`src/rtl/timer_input_sel.sv`:
```
// Registered N-to-1 timer input selector.
// Manual select with deferred switching, or fixed-priority auto select.
module timer_input_sel #(
  parameter int NUM_CH   = 4,
  parameter int WIDTH    = 8,
  parameter int SELW     = 2,
  parameter int AUTO_SEL = 0
) (
  input  logic                    clk,
  input  logic                    rst_n,
  input  logic [SELW-1:0]         sel,
  input  logic                    sel_load,
  input  logic [NUM_CH*WIDTH-1:0] in_data,
  input  logic [NUM_CH-1:0]       in_valid,
  output logic [NUM_CH-1:0]       in_ready,
  output logic [WIDTH-1:0]        out_data,
  output logic                    out_valid,
  input  logic                    out_ready,
  output logic [SELW-1:0]         active_ch,
  output logic                    sel_err
);

  typedef enum logic [1:0] {
    IDLE,
    FULL,
    SWITCH
  } state_t;

  state_t state, state_n;

  logic [SELW-1:0]  pend_sel;
  logic [SELW-1:0]  win;
  logic [SELW-1:0]  src;
  logic [WIDTH-1:0] src_data;
  logic             pend;
  logic             can_load;
  logic             any_v;
  logic             xfer;
  logic             sel_big;
  logic             sel_ok;
  logic             sel_bad;
  logic             apply;
  logic             is_auto;

  assign is_auto  = (AUTO_SEL != 0);
  assign pend     = (state == SWITCH);
  assign can_load = !out_valid | out_ready;
  assign sel_big  = (int'(sel) >= NUM_CH);
  assign sel_ok   = sel_load & !sel_big & !is_auto;
  assign sel_bad  = sel_load & sel_big & !is_auto;
  // A fresh request while pending re-arms the wait instead of applying.
  assign apply    = pend & can_load & !sel_ok;
  assign src      = is_auto ? win : active_ch;
  assign xfer     = |(in_valid & in_ready);

  always_comb begin
    win   = '0;
    any_v = 1'b0;
    for (int i = NUM_CH - 1; i >= 0; i--) begin
      if (in_valid[i]) begin
        win   = SELW'(i);
        any_v = 1'b1;
      end
    end
  end

  always_comb begin
    in_ready = '0;
    src_data = '0;
    for (int i = 0; i < NUM_CH; i++) begin
      if (SELW'(i) == src) begin
        src_data = in_data[i*WIDTH +: WIDTH];
        if (is_auto) begin
          in_ready[i] = can_load & any_v & rst_n;
        end else begin
          in_ready[i] = can_load & !pend & rst_n;
        end
      end
    end
  end

  always_comb begin
    state_n = state;
    if (sel_ok) begin
      state_n = SWITCH;
    end else begin
      unique case (state)
        IDLE: begin
          if (xfer) state_n = FULL;
        end
        FULL: begin
          if (xfer)           state_n = FULL;
          else if (out_ready) state_n = IDLE;
        end
        SWITCH: begin
          if (apply) state_n = IDLE;
        end
        default: state_n = IDLE;
      endcase
    end
  end

  always_ff @(posedge clk) begin
    if (!rst_n) begin
      state     <= IDLE;
      out_data  <= '0;
      out_valid <= 1'b0;
      active_ch <= '0;
      pend_sel  <= '0;
      sel_err   <= 1'b0;
    end else begin
      state   <= state_n;
      sel_err <= sel_bad;
      if (sel_ok) pend_sel <= sel;
      if (apply) begin
        active_ch <= pend_sel;
      end else if (is_auto && xfer) begin
        active_ch <= win;
      end
      if (xfer) begin
        out_data  <= src_data;
        out_valid <= 1'b1;
      end else if (out_ready) begin
        out_valid <= 1'b0;
      end
    end
  end

endmodule
```
`config.mk`:
```
export PLATFORM = sky130hd
export DESIGN_NAME = timer_input_sel
export DESIGN_NICKNAME = d
export VERILOG_FILES = /design/src/rtl/timer_input_sel.sv
export SDC_FILE = /design/constraint.sdc
export NUM_CORES = 1
export LEC_CHECK = 0
export CAP_MARGIN = 20
export CORE_MARGIN = 2
export CORE_UTILIZATION = 32
export DETAILED_ROUTE_END_ITERATION = 10
export PLACE_DENSITY = 0.76
export SYNTH_ARGS = -nofsm -noshare
export SYNTH_HDL_FRONTEND = slang
export SYNTH_SLANG_ARGS = --single-unit
```
`constraint.sdc`:
```
create_clock -name clk -period 1.58 [get_ports clk]
set_clock_uncertainty 0.15 [all_clocks]
set_input_delay 0.316 -clock clk [delete_from_list [all_inputs] [get_ports clk]]
set_output_delay 0.316 -clock clk [all_outputs]
set_load 0.1 [all_outputs]
```
Word level (Yosys, flattened, before mapping)
Cells that the tools add are included.
{"block": "totals", "ff_bits": 15, "input_bits": 42, "out_inout_bits": 16, "word_cells": 50}
{"block": "op_classes", "muxes": 16, "bitwise_logic": 7, "reduce_logical": 10, "eq_ne": 11}
{"cell": "2-to-1 mux 8 bit", "n": 4}
{"cell": "2-to-1 mux 2 bit", "n": 5}
{"cell": "2-to-1 mux 1 bit", "n": 6}
{"cell": "!= test 3 bit, second input constant", "n": 2}
{"cell": "one-hot mux 2 bit (3 select lines)", "n": 1}
{"cell": "AND reduction 3 bit", "n": 2}
{"cell": "bitwise AND 1 bit", "n": 4}
{"cell": "bitwise AND 4 bit", "n": 1}
{"cell": "== test 2 bit, first input constant", "n": 2}
{"cell": "logical NOT 2 bit", "n": 2}
{"cell": "!= test 4 bit, second input constant", "n": 1}
{"cell": "OR reduction 4 bit", "n": 1}
{"cell": "logical NOT 1 bit", "n": 3}
{"cell": "!= test 3 x 2 -> 1 bit, second input constant", "n": 1}
{"cell": "== test 1 x 2 -> 1 bit, first input constant", "n": 1}
{"cell": "== test 2 x 1 -> 1 bit, second input constant", "n": 1}
{"cell": "== test 2 bit, second input constant", "n": 1}
{"cell": "!= test 2 x 1 -> 1 bit, second input constant", "n": 1}
{"cell": "!= test 2 bit, second input constant", "n": 1}
{"cell": "nonzero test 2 bit", "n": 1}
{"cell": "OR reduction 2 bit", "n": 1}
{"cell": "NOT 1 bit", "n": 1}
{"cell": "OR 1 bit", "n": 1}

Logic depth before layout (Yosys ltp)
Gate-level depths: netlist (run 1).
{"block": "depth", "word_depth": 10, "mapped_depth": 4, "depth_no_buf": 3}

Least setup slack after synthesis (run 1)
OpenSTA, ideal clock, no wires.
{"block": "synth_path", "path_kind": "register to output", "from": "register active_ch[0]", "to": "output port in_ready[1]", "slack_ps": -2454, "required_ps": 1114, "n_path_buf": 1, "stages_incl_launch_ff": 4, "arrival_time_ps": 3568, "cell_sequence": "dfxtp_1 -> buf_2 -> inv_1 -> nor3_1"}
{"block": "synth_between", "elab_chain_len": 2}
{"item": "from (decl)", "line": "19", "source": "output logic [SELW-1:0] active_ch,"}
{"item": "from (signal assigned)", "line": "116", "source": "active_ch <= pend_sel;"}
{"item": "from (signal assigned)", "line": "118", "source": "active_ch <= win;"}
{"item": "== test 1 x 2 -> 1 bit", "line": "71", "source": "if (SELW'(i) == src) begin"}
{"item": "2-to-1 mux 1 bit", "line": "71"}
{"item": "to (decl)", "line": "15", "source": "output logic [NUM_CH-1:0] in_ready,"}
Every way passes these cells.

Worst setup path after layout (run 1)
{"block": "layout_path", "from": "register state[0]", "to": "output port in_ready[2]"}
{"block": "layout_between", "elab_chain_len": 5}
{"item": "from (decl)", "line": "29", "source": "state_t state, state_n;"}
{"item": "from (signal assigned)", "line": "112", "source": "state <= state_n;"}
{"item": "== test 2 bit", "line": "46", "source": "assign pend = (state == SWITCH);"}
{"item": "logical NOT 1 bit", "line": "76", "source": "in_ready[i] = can_load & !pend & rst_n;"}
{"item": "bitwise AND 1 bit (2 in a row)", "line": "76"}
{"item": "2-to-1 mux 1 bit", "line": "71"}
Every way passes these cells.

==> results of run 1 <==
## per-stage QoR
stage	instances	total power (µW)	worst slack, ps	area [µm²]	setup TNS [ps]
floorplan	84	700	-479	996	-3330
global placement	178	936	-405	1820	-4540
detailed placement	178	949	-440	1820	-5190
CTS	182	1170	-277	1850	-932
global route	183	1220	-267	1860	-1490
finish	183	1170	-206	1860	-813
## repair_timing
| action | in CTS | in global routing |
|---|---|---|
| resized for setup | 8 | 2 |
| endpoints found under the hold margin | 0 | 0 |
| pin swaps | 3 | 2 |
| setup endpoints to repair | 12 | 15 |
| hold buffers | 0 | 0 |
| buffers inserted | 0 | 1 |
## metal layers
metal | GRT usage, % | share of wire (%) | vias up
met5 | 0 | 0 | -
met4 | 9.86 | 2.3 | 0
met3 | 3.23 | 5.7 | 7
met2 | 39.2 | 58 | 41
met1 | 22.0 | 34 | 455
li1 | - | - | 438
## critical path, delay by kind of cell, from the launching register on
kind                   cells  cell delay (ps)
flip-flops                 1              350
AND/OR/NAND/NOR            3              470
buffers and inverters      1              200
## report_power, final
part | internal (µW) | switching (µW)
clock network | 94.4 | 137
registers | 400 | 26.8
logic | 244 | 267
## cells in the final DEF (no fill, tap or decap), types with 2 or more instances in the layout
cell             instances
nor2_1                   3
dlygate4sd2_1            6
dfxtp_4                  3
buf_12                  18
o21ai_0                  2
clkdlybuf4s50_1         35
nand3_1                  2
mux4_1                   2
dfxtp_1                 10
dfxtp_2                  2
mux2i_1                 10
a21oi_1                  3
inv_1                    9
nor2b_1                  2
nor3_4                   4
clkbuf_4                 3
buf_4                   11
nand2b_4                 2
mux4_2                   7
nand2_1                  8
## how the worst max path moves through the flow
| stage | startpoint | slack (ps) | end |
|---|---|---|---|
| final | state[0]$_SDFFE_PP0P_ | -210 | in_ready[2] |
| after global routing | state[0]$_SDFFE_PP0P_ | -270 | in_ready[2] |
| after CTS | state[0]$_SDFFE_PP0P_ | -280 | in_ready[2] |
| after detailed placement | out_ready | -440 | in_ready[0] |
| after global placement | out_ready | -400 | in_ready[0] |
| after floorplan | active_ch[0]$_SDFFE_PN0P_ | -480 | in_ready[3] |
## state kept, by name, indices dropped and copies added (netlist names)
signal,flops
state,2
active_ch,2
out_data,8
out_valid,1
pend_sel,2
## area by class of cell
| cell class | count | share of cell area [%] |
|---|---|---|
| clock buffer | 3 | 1.21 |
| timing repair buffer | 70 | 45.4 |
| sequential | 15 | 16.9 |
| multi-input combinational | 53 | 31.4 |
| inverter | 11 | 2.89 |
| tap | 30 | 2.01 |
| clock inverter | 1 | 0.269 |
## kinds of logic (layout without fill, tap and decap cells)
group | after synthesis | after routing | share of synthesized area [%]
flip-flops | 15 | 15 | 34.3
other | 1 | 1 | 0.428
AND/OR/NAND/NOR | 25 | 25 | 14.1
buffers and inverters | 16 | 85 | 8.28
multiplexers | 19 | 19 | 35.4
AO/OA/AOI/OAI | 8 | 8 | 7.43
==> reports/results.txt, run 1 <==
Drt via density - 5.14
Synth top cells by count - dfxtp_1, inv_1, mux2i_1, nand2_1, mux4_2
Clk Latency, worst-skew pair - 300 ps
RSZ-0062 raised after global routing - true
Routability cong. - 0.884
Min-Delay Path Class - reg2reg
Worst Hold End - active_ch[0]$_SDFFE_PN0P_
Worst setup margin - -206 ps
PortBufs - 56
Avg Cell Area, Syn - 10.4 µm²
Post-Syn Area - 876 µm²
Post-route ant nets - 0
Critical path class - reg2out
Drt drc - 0
Max-capacitance violation count - 0
Yosys warns - 0
First-pass GRT wire length - 4960 µm
GRT Total Usage - 20.7%
Clock buffer count from CTS - 3
Max Root-Sink Buffers - 2
Cell count after synthesis - 84
Max Slew Vio Count - 0
R2R Setup Slk - -20 ps
Pleak - 0.000779 µW
Diode count - 0
WHS - 324 ps
Die Wd - 56.3 µm
Layout cells sized above 1 - 37.9%
Fillers - 175
Register area share after synthesis - 34.3%
CTS sink cnt - 15
Crit-path max cell delay - 350 ps
Worst-path cell chain - nand2b_4, nand3_4, nor3_4, buf_12
Yosys top cell area share - 34.3%
Worst path slowest cell - dfxtp_2
Overflow after GRT - 0
Core Area - 2540 µm²
Register-to-Register Path Depth - 4
WP data required - 1110 ps
Status - complete, but fails checks
Asr flop ratio synth - 0%
Hold Fails Final Rpt - 0
Final design utilization - 73.2%
Most numerous cell in the Yosys netlist - dfxtp_1
Post-synth EDFFs - 0
Initial Utilization - 34.4%
IO Count - 58
Dpl hpwl - 2510 µm
Maximum vdd drop - 0.463 mV
Largest cells by area after synthesis - dfxtp_1, mux4_2, mux2i_1
Cell Pwr Density - 628 nW/µm²
Post-Route WL - 2980 µm
Setup crit end kind - output pin
H-tree lvl count - 1
Initial DRC count - 20
Die area - 3170 µm²
Hold Startpoint - pend_sel[0]$_SDFFE_PN0P_
Fmax - 560 MHz
Most common flop cell mapped by yosys - dfxtp_1
Clock transition at the registers of the reported paths - 100 ps
Storage cell area - 314 µm²
Final worst path period share - 113%
Vias in the first global route - 1092
Num rows - 18
Yosys cell types - 24
Hold depth - 2
Cell accounting for the most synthesized area - dfxtp_1
Vert. Die Dim - 56.3 µm
Register bit total from synthesis - 15
Synth Net Count - 126
Drt pass-1 iters - 4
R2r startpoint - active_ch[0]$_SDFFE_PN0P_
Clk root buf - clkbuf_4
Avg WL per Cell - 16.3 µm
Setup violators final - 7
Initial antenna violation count - 0
Area Overhead vs Synth - 113%
Pin count of the biggest net entering global routing - 14
Routed vias - 941
Violated checks - negative setup slack
Reg-to-Reg End - out_data[4]$_SDFFE_PN0P_
Multi-input logic area - 584 µm²
Min Tclk post-route - 1790 ps
CP max FO - 4
Nets - 196
CTS tree - built
Crit start category - flip-flop
CP arrival - 1320 ps
No activity file was read; power rests on OpenSTA's default activity.
==> inputs of run 2 (changes only) <==
Settings changed: CORE_MARGIN 2 to 3.
==> reports/results.txt, run 2 (same netlist as run 1, synthesis figures left out) <==
Biggest register - out_data
Core Area - 2540 µm² (unchanged)
R2R Setup Slk - -120 ps (-100 ps)
CTS sink cnt - 15 (unchanged)
Most frequent cells in the layout - clkdlybuf4s50_1, buf_12, buf_4
Vias in the first global route - 1051 (-3.8%)
H-tree lvl count - 1 (unchanged)
Clk Latency, worst-skew pair - 280 ps (-20 ps)
Min-Delay Path Class - reg2reg
Register-to-Register Path Depth - 4 (unchanged)
Die area - 3400 µm² (+7.2%)
Fillers - 173 (-1.1%)
Switching share of power - 36.1% (-0.76 points)
Avg WL per Cell - 15.7 µm (-3.9%)
WP data required - 1110 ps (about the same)
IO Count - 58 (unchanged)
Pleak - 0.000782 µW (+0.40%)
Crit start category - flip-flop
Setup violators final - 14 (+7)
Violated checks - negative setup slack
GRT Total Usage - 18.0% (-2.7 points)
Num rows - 18 (unchanged)
Post-Route WL - 2880 µm (-3.4%)
Nets - 197 (+0.51%)
Max FFs per register - 8 (unchanged)
Critical path class - reg2out
Clock transition at the registers of the reported paths - 100 ps (about the same)
Maximum vdd drop - 0.467 mV (+0.78%)
Max Slew Vio Count - 0 (unchanged)
Fmax - 565 MHz (+0.95%)
Reg-to-Reg End - out_data[3]$_SDFFE_PN0P_
Seq pwr share - 36.5% (about the same)
Worst setup margin - -189 ps (+16.9 ps)
Crit-path max cell delay - 340 ps (about the same)
Combinational share of power - 44.1% (+0.4 points)
CP max FO - 4 (unchanged)
Pre-CTS WS - -488 ps (-47.8 ps)
Initial antenna violation count - 0 (unchanged)
RSZ-0062 raised after global routing - true
First-pass GRT wire length - 4680 µm (-5.7%)
Clock share of power - 19.4% (-0.4 points)
Final Power - 1170 µW (about the same)
Min Tclk post-route - 1770 ps (-16.9 ps)
Diode count - 0 (unchanged)
Crit path to - in_ready[0]
Setup crit end kind - output pin
Clock buffer count from CTS - 3 (unchanged)
Clk root buf - clkbuf_4
Status - complete, but fails checks
Drt drc - 0 (unchanged)
Area Overhead vs Synth - 114%
Switch Pwr - 422 µW (-2.1%)
Routability cong. - 0.797 (-9.9%)
Routed vias - 885 (-6.0%)
Overflow after GRT - 0 (unchanged)
R2r startpoint - active_ch[0]$_SDFFE_PN0P_
Max-capacitance violation count - 0 (unchanged)
Layout cells sized above 1 - 37.7% (-0.25 points)
Dpl hpwl - 2440 µm (-2.8%)
Initial DRC count - 7 (-65%)
Drt pass-1 iters - 3 (-1)
Initial Utilization - 34.4% (unchanged)
Final worst path period share - 112% (-1.1 points)
CTS tree - built
Worst Setup SP - state[0]$_SDFFE_PP0P_
Vert. Die Dim - 58.3 µm (+3.6%)
CTS Hold Bufs - 0 (unchanged)
WHS - 322 ps (-1.50 ps)
Drt via density - 4.81 (-6.5%)
Cell Int Power - 747 µW (+1.2%)
Max Root-Sink Buffers - 2 (unchanged)
Worst path slowest cell - dfxtp_2
Post-route ant nets - 0 (unchanged)
Cell Pwr Density - 623 nW/µm² (-0.77%)
CP arrival - 1300 ps (-20 ps)
Hold Fails Final Rpt - 0 (unchanged)
PortBufs - 56 (unchanged)
Pin count of the biggest net entering global routing - 14 (unchanged)
Worst-path cell chain - nand2b_4, nand3_4, nor3_4, buf_12
Commonest non-fill, non-tap cell in the layout - clkdlybuf4s50_1
Die Wd - 58.3 µm (+3.6%)
==> run 2: cell type report <==
type,instances,area (µm²),share of cell area (%)
tap,30,37.5,2.00
timing repair buffer,71,862,45.9
sequential,15,314,16.7
inverter,11,53.8,2.87
multi-input combinational,53,583,31.1
clock buffer,4,26.3,1.40
==> run 2: repair_timing <==
action | 4_1_cts | 5_1_grt
setup buffers | 1 | 0
cloned | 1 | 0
pin swaps | 2 | 0
endpoints found under the setup margin | 12 | 16
resized for setup | 9 | 5
==> run 2: per-layer routing <==
layer | GRT usage [%] | wire (µm)
met1 | 19.5 | 1060
met2 | 34.6 | 1680
met3 | 3.07 | 103
met4 | 5.96 | 38
met5 | 0 | 0
==> run 2: stage by stage <==
| stage | cell area (µm²) | setup TNS, ps | std cells | util (%) |
|---|---|---|---|---|
| 4_1_cts | 1880 | -1490 | 184 | 73.8 |
| 3_3_place_gp | 1820 | -4910 | 179 | 71.3 |
| 3_5_place_dp | 1820 | -5420 | 179 | 71.3 |
| 5_1_grt | 1880 | -2370 | 184 | 73.7 |
| 2_1_floorplan | 996 | -3330 | 84 | - |
| 6_report | 1880 | -1420 | 184 | 73.7 |
==> run 2: worst min-delay path by stage <==
stage | from | end | slack, ps | cells after the start
6_report | pend_sel[1]$_SDFFE_PN0P_ | active_ch[1]$_SDFFE_PN0P_ | 320 | 2
5_1_grt | pend_sel[1]$_SDFFE_PN0P_ | active_ch[1]$_SDFFE_PN0P_ | 360 | 2
4_1_cts | pend_sel[1]$_SDFFE_PN0P_ | active_ch[1]$_SDFFE_PN0P_ | 320 | 2
3_5_place_dp | pend_sel[1]$_SDFFE_PN0P_ | active_ch[1]$_SDFFE_PN0P_ | 300 | 2
3_3_place_gp | pend_sel[1]$_SDFFE_PN0P_ | active_ch[1]$_SDFFE_PN0P_ | 310 | 2
2_1_floorplan | sel_load | state[0]$_SDFFE_PP0P_ | 240 | 1
==> run 2: worst max-delay path: cells and delay by family, from the launching register on <==
family | cells | cell delay, ps
and+or+nand+nor | 3 | 470
buffers and inverters | 1 | 200
DFF | 1 | 340
==> run 2: power by group through the flow <==
stage / registers [µW] / clock network [µW] / logic [µW]
2_1_floorplan: 566 / 0 / 134
3_3_place_gp: 432 / 0 / 501
3_5_place_dp: 434 / 0 / 512
4_1_cts: 426 / 224 / 521
5_1_grt: 430 / 244 / 536
6_report: 427 / 227 / 516
